### src/rtl/fetch_pc_sequencer_pkg.sv
// Shared definitions for the fetch PC sequencer: redirect encodings,
// FSM state encoding and the default reset fetch address.
package fetch_pc_sequencer_pkg;

  localparam logic [31:0] RESET_PC_DEFAULT = 32'h0040_0000;

  typedef enum logic [1:0] {
    REDIR_JUMP   = 2'b00,
    REDIR_BRANCH = 2'b01,
    REDIR_REG    = 2'b10,
    REDIR_RSVD   = 2'b11
  } redirect_type_t;

  typedef enum logic [1:0] {
    ST_IDLE  = 2'b00,
    ST_REQ   = 2'b01,
    ST_VALID = 2'b10
  } fetch_state_t;

endpackage

### src/rtl/fetch_pc_sequencer_next_pc_target.sv
// Combinational redirect target calculation. Register targets are always
// forced word aligned; misaligned flags a register target whose low bits
// were nonzero. The reserved type yields pc4 and is never used upstream.
module next_pc_target
  import fetch_pc_sequencer_pkg::*;
(
  input  logic [1:0]  redirect_type,
  input  logic [31:0] pc4,
  input  logic [25:0] imm,
  input  logic [31:0] reg_val,
  output logic [31:0] target,
  output logic        misaligned
);

  // Select the target by redirect kind; branch offset wraps modulo 2^32.
  always_comb begin
    target     = pc4;
    misaligned = 1'b0;
    case (redirect_type)
      REDIR_JUMP:   target = {pc4[31:28], imm, 2'b00};
      REDIR_BRANCH: target = pc4 + {{14{imm[15]}}, imm[15:0], 2'b00};
      REDIR_REG: begin
        target     = {reg_val[31:2], 2'b00};
        misaligned = |reg_val[1:0];
      end
      default:      target = pc4;
    endcase
  end

endmodule

### src/rtl/fetch_pc_sequencer.sv
// Instruction fetch PC sequencer. One outstanding fetch at a time:
// IDLE -> REQ (request until ack) -> VALID (hold until decode takes it).
// Handshakes: imem_req/imem_ack completes a fetch in the cycle both are
// high; instr_valid/instr_ready transfers the held instruction in the
// cycle both are high, and instr_valid never drops without a transfer
// unless a redirect kills the instruction.
// Redirects arriving while a fetch is outstanding are parked in a
// pending slot (last one wins) so imem_addr stays stable until the ack;
// the returning data is then discarded. The FSM state is kept in the
// typed signal 'state' for checkers to bind to.
module fetch_pc_sequencer
  import fetch_pc_sequencer_pkg::*;
#(
  parameter logic [31:0] RESET_PC = RESET_PC_DEFAULT
) (
  input  logic        clk,
  input  logic        rst,
  output logic        imem_req,
  output logic [31:0] imem_addr,
  input  logic        imem_ack,
  input  logic [31:0] imem_rdata,
  output logic        instr_valid,
  input  logic        instr_ready,
  output logic [31:0] instr_out,
  output logic [31:0] pc_plus4_out,
  input  logic        redirect_valid,
  input  logic [1:0]  redirect_type,
  input  logic [31:0] redirect_pc4,
  input  logic [25:0] redirect_imm,
  input  logic [31:0] redirect_reg,
  output logic        misalign_err
);

  fetch_state_t state;
  fetch_state_t state_next;

  logic [31:0] pc;
  logic [31:0] pc_plus4;
  logic        pending_valid;
  logic [31:0] pending_pc;
  logic [31:0] redir_target;
  logic        redir_misaligned;
  logic        redir_take;

  next_pc_target u_target (
    .redirect_type (redirect_type),
    .pc4           (redirect_pc4),
    .imm           (redirect_imm),
    .reg_val       (redirect_reg),
    .target        (redir_target),
    .misaligned    (redir_misaligned)
  );

  assign redir_take = redirect_valid && (redirect_type != REDIR_RSVD);
  assign pc_plus4   = pc + 32'd4;

  // State register.
  always_ff @(posedge clk or posedge rst) begin
    if (rst) state <= ST_IDLE;
    else     state <= state_next;
  end

  // Next-state logic: only a clean ack (no redirect, nothing pending)
  // delivers an instruction.
  always_comb begin
    state_next = state;
    case (state)
      ST_IDLE:  state_next = ST_REQ;
      ST_REQ:   if (imem_ack && !redir_take && !pending_valid) state_next = ST_VALID;
      ST_VALID: if (redir_take || instr_ready) state_next = ST_REQ;
      default:  state_next = ST_IDLE;
    endcase
  end

  // FSM outputs: request is driven straight from the current PC.
  always_comb begin
    imem_req  = (state == ST_REQ);
    imem_addr = pc;
  end

  // PC, pending redirect slot, delivered instruction and error pulse.
  always_ff @(posedge clk or posedge rst) begin
    if (rst) begin
      pc            <= RESET_PC;
      pending_valid <= 1'b0;
      pending_pc    <= 32'h0;
      instr_valid   <= 1'b0;
      instr_out     <= 32'h0;
      pc_plus4_out  <= 32'h0;
      misalign_err  <= 1'b0;
    end else begin
      misalign_err <= redir_take && redir_misaligned;
      case (state)
        ST_IDLE: begin
          if (redir_take) pc <= redir_target;
        end
        ST_REQ: begin
          if (redir_take) begin
            if (imem_ack) begin
              pc            <= redir_target;
              pending_valid <= 1'b0;
            end else begin
              pending_valid <= 1'b1;
              pending_pc    <= redir_target;
            end
          end else if (imem_ack) begin
            if (pending_valid) begin
              pc            <= pending_pc;
              pending_valid <= 1'b0;
            end else begin
              instr_out    <= imem_rdata;
              pc_plus4_out <= pc_plus4;
              pc           <= pc_plus4;
              instr_valid  <= 1'b1;
            end
          end
        end
        ST_VALID: begin
          if (redir_take) begin
            pc          <= redir_target;
            instr_valid <= 1'b0;
          end else if (instr_ready) begin
            instr_valid <= 1'b0;
          end
        end
        default: ;
      endcase
    end
  end

endmodule

### config.mk
export PLATFORM = sky130hd
export DESIGN_NAME = fetch_pc_sequencer
export DESIGN_NICKNAME = d
export VERILOG_FILES = /design/src/rtl/fetch_pc_sequencer_pkg.sv /design/src/rtl/fetch_pc_sequencer_next_pc_target.sv /design/src/rtl/fetch_pc_sequencer.sv
export SDC_FILE = /design/constraint.sdc
export NUM_CORES = 1
export LEC_CHECK = 0
export CELL_PAD_IN_SITES_DETAIL_PLACEMENT = 1
export CELL_PAD_IN_SITES_GLOBAL_PLACEMENT = 2
export CORE_MARGIN = 8
export CORE_UTILIZATION = 28
export DETAILED_ROUTE_END_ITERATION = 6
export PLACE_DENSITY = 0.87
export SYNTH_ARGS = -nofsm -noshare
export SYNTH_HDL_FRONTEND = slang
export SYNTH_SLANG_ARGS = --single-unit
### constraint.sdc
create_clock -name clk -period 4.7 [get_ports clk]
set_clock_uncertainty 0.05 [all_clocks]
set_input_delay 0.47 -clock clk [delete_from_list [all_inputs] [get_ports clk]]
set_output_delay 0.47 -clock clk [all_outputs]
set_load 0.01 [all_outputs]
==> flow_metrics.tcl <==
set metrics [dict create \
    wirelength_mm 31.9 \
    finalCriticalPeriod_ns 3.51 \
    clk_pin_slew_worst_paths_ns 0.06 \
    syn_nets 1205 \
    synth_edf_count 0 \
    row_count 64 \
    power_density_nw_per_um2 548 \
    start_util_pct 28.3 \
    worst_slew_pin_slew_ns 0.875 \
    start_kind "primary input" \
    min_from "pc_plus4_out[26]" \
    setup_viol 0 \
    die_area_um2 36700 \
    cts_buffers 17 \
    portBuffers 227 \
    final_area_um2 11900 \
    antenna_found_initial 0 \
    crit_fanout 16 \
    firstDrtPassIters 5 \
    criticalPathCategory "in -> reg" \
    cts_hold_buf 0 \
    ys_ff_latch 133 \
    synth_top_area_cell "dfrtp_1" \
    synth.most_common_cell "nand2_1" \
    rr_worst_depth 9 \
    cp-startpoint "redirect_imm[15]" \
    avgSynthCellArea_um2 8.29 \
    relSlewSlack_pct 41.7 \
    vias_per_cell 5.01 \
    insertedDiodeCount 0 \
    layout.nets 1404 \
    synthCells 1042 \
    crit_path_end_kind "flip-flop" \
    reg2reg_slack_ns 1.75 \
    holdPathStages 2 \
    hold_slack_ns 0.421 \
    via_count 8273 \
    async_flop_share_pct 100 \
    cts_htree_levels 4 \
    timing.fmax_mhz 285 \
    coreArea_um2 30500 \
    cts_tree "yes" \
    setup-tns-final_ns 0 \
    peakVddDrop_mv 0.326 \
    ios 228 \
    grt_pass1_vias 8746 \
    cp.required_ns 4.95 \
    synth_top_cell_area_share_pct 38.2 \
    crit_arrival_ns 3.77 \
    p_leak_nw 5.05 \
    die_h_um 192 \
    drt_iter0_drc 462 \
    r2r_start "imem_addr[2]" \
    synthFlopType "dfrtp_1" \
    maxCapViolations 0 \
    drive_gt1_share_pct 7.97 \
    avgRoutedWirePerCell_um 19.3 \
    die_w_um 192 \
    placed_area_um2 11300 \
    ant_nets 0 \
    period_share_pct 74.7 \
    synthTopCellsByArea "dfrtp_1 38%, nand2_1 11%, o21ai_0 5.0%" \
    hold_class "reg -> reg" \
    r2r_end "imem_addr[26]" \
    worst_skew_pair.late_latency_ns 0.42 \
    whs_endpoint "pc_plus4_out[26]" \
    yosys_warnings 0 \
    route.detailed.drc 0 \
    hold_viol 0 \
    grt_pass1_wl_mm 50.2 \
    cts_root_buf "clkbuf_16" \
    post_cts_buffers 0 \
    syn_to_final_growth_pct 37.6 \
    cts.repair.resized 0 \
    grt-ovfl-total 0 \
    ctsLongestPathBuffers 2 \
    grt_usage_pct 17.3 \
    rsz0062_at_grt "no" \
    gp_congestion 0.886 \
    ys_top_cells_by_count "250 x nand2_1, 132 x dfrtp_1, 86 x o21ai_0" \
    grt_max_degree 89 \
    synth.distinct_cells 64 \
    netlist_area_um2 8640 \
    cts.sinks 133 \
    drv_slew 0 \
    seq_area_frac_synth_pct 38.6 \
    fillers 3555 \
    status "complete, no violations" \
    dpl.hpwl_mm 25.1 \
]
where the power goes:
part | switching (mW) | total [mW] | internal, mW
logic | 1.65 | 3.09 | 1.44
clock network | 0.506 | 1.33 | 0.821
registers | 0.409 | 2.09 | 1.68
total | 2.57 | 6.50 | 3.94
critical path, cell delays in order:
cell and delay (ns):
clkdlybuf4s50_1 0.80, ha_1 0.66, nand2_1 0.10, o21ai_0 0.24, nor2_1 0.08, a31oi_1 0.44, a211oi_1 0.17, xnor2_1 0.20
and3_1 0.19, o31ai_1 0.08, a221o_1 0.33
cell type report:
cell class	instances	area (um2)	area share [%]
clock buffer	20	467	3.93
sequential	133	3330	28.0
inverter	27	106	0.895
clock inverter	12	128	1.07
tap	396	495	4.17
timing repair buffer	243	2390	20.1
multi-input combinational	819	4970	41.8
logic make-up (layout without fill, tap and decap cells):
family | after synthesis | in the layout | synth area share (%)
simple gates | 425 | 425 | 20.9
compound gates | 261 | 261 | 18.5
flops | 133 | 133 | 38.6
buf+inv | 90 | 302 | 4.06
mux | 53 | 53 | 8.30
xor+xnor | 46 | 46 | 4.67
fa+ha+maj | 34 | 34 | 5.01
routing by layer:
metal  GRT usage [%]  share of wire (%)  vias to the layer above
li1                -                  -                     4051
met1            24.3                 50                     3990
met2            27.3                 44                      211
met3            3.12                4.6                       21
met4            4.03                1.2                        0
met5               0                  0                        -
registers in the layout (all words and copies together) (netlist names):
signal         flops
imem_addr         32
instr_out         32
instr_valid        1
misalign_err       1
pc_plus4_out      32
pending_pc        32
pending_valid      1
state              2
cell usage in the layout, fill, tap and decap left out, types with 11 or more instances in the layout:
| cell | n |
|---|---|
| a21oi_1 | 69 |
| nor3_1 | 13 |
| o21ai_0 | 85 |
| nand4_1 | 16 |
| mux4_2 | 13 |
| buf_4 | 16 |
| clkdlybuf4s50_1 | 226 |
| xor2_1 | 22 |
| ha_1 | 33 |
| inv_1 | 24 |
| dfrtp_1 | 132 |
| xnor2_1 | 24 |
| nand3_1 | 27 |
| nor2_1 | 79 |
| mux2_2 | 19 |
| nor2b_1 | 11 |
| clkbuf_16 | 17 |
| mux2i_1 | 21 |
| nand2_1 | 250 |
| a211oi_1 | 13 |
worst max path at each step:
| stage | end | slack [ns] |
|---|---|---|
| finish | imem_addr[31] | 1.19 |
| global route | imem_addr[31] | 0.90 |
| CTS | pending_pc[29] | 1.21 |
| detailed placement | pending_pc[29] | 0.77 |
| global placement | imem_addr[31] | 0.83 |
| floorplan | imem_addr[0] | 0.63 |
stage by stage:
stage	setup slack, ns	total power, mW	std cells	util (%)
2_1_floorplan	0.627	3.66	1042	-
3_3_place_gp	0.826	5.15	1618	37.0
3_5_place_dp	0.767	5.24	1618	37.0
4_1_cts	1.21	6.60	1650	38.9
5_1_grt	0.901	7.00	1650	38.9
6_report	1.19	6.50	1650	38.9
(Power assumes the default switching activity.)
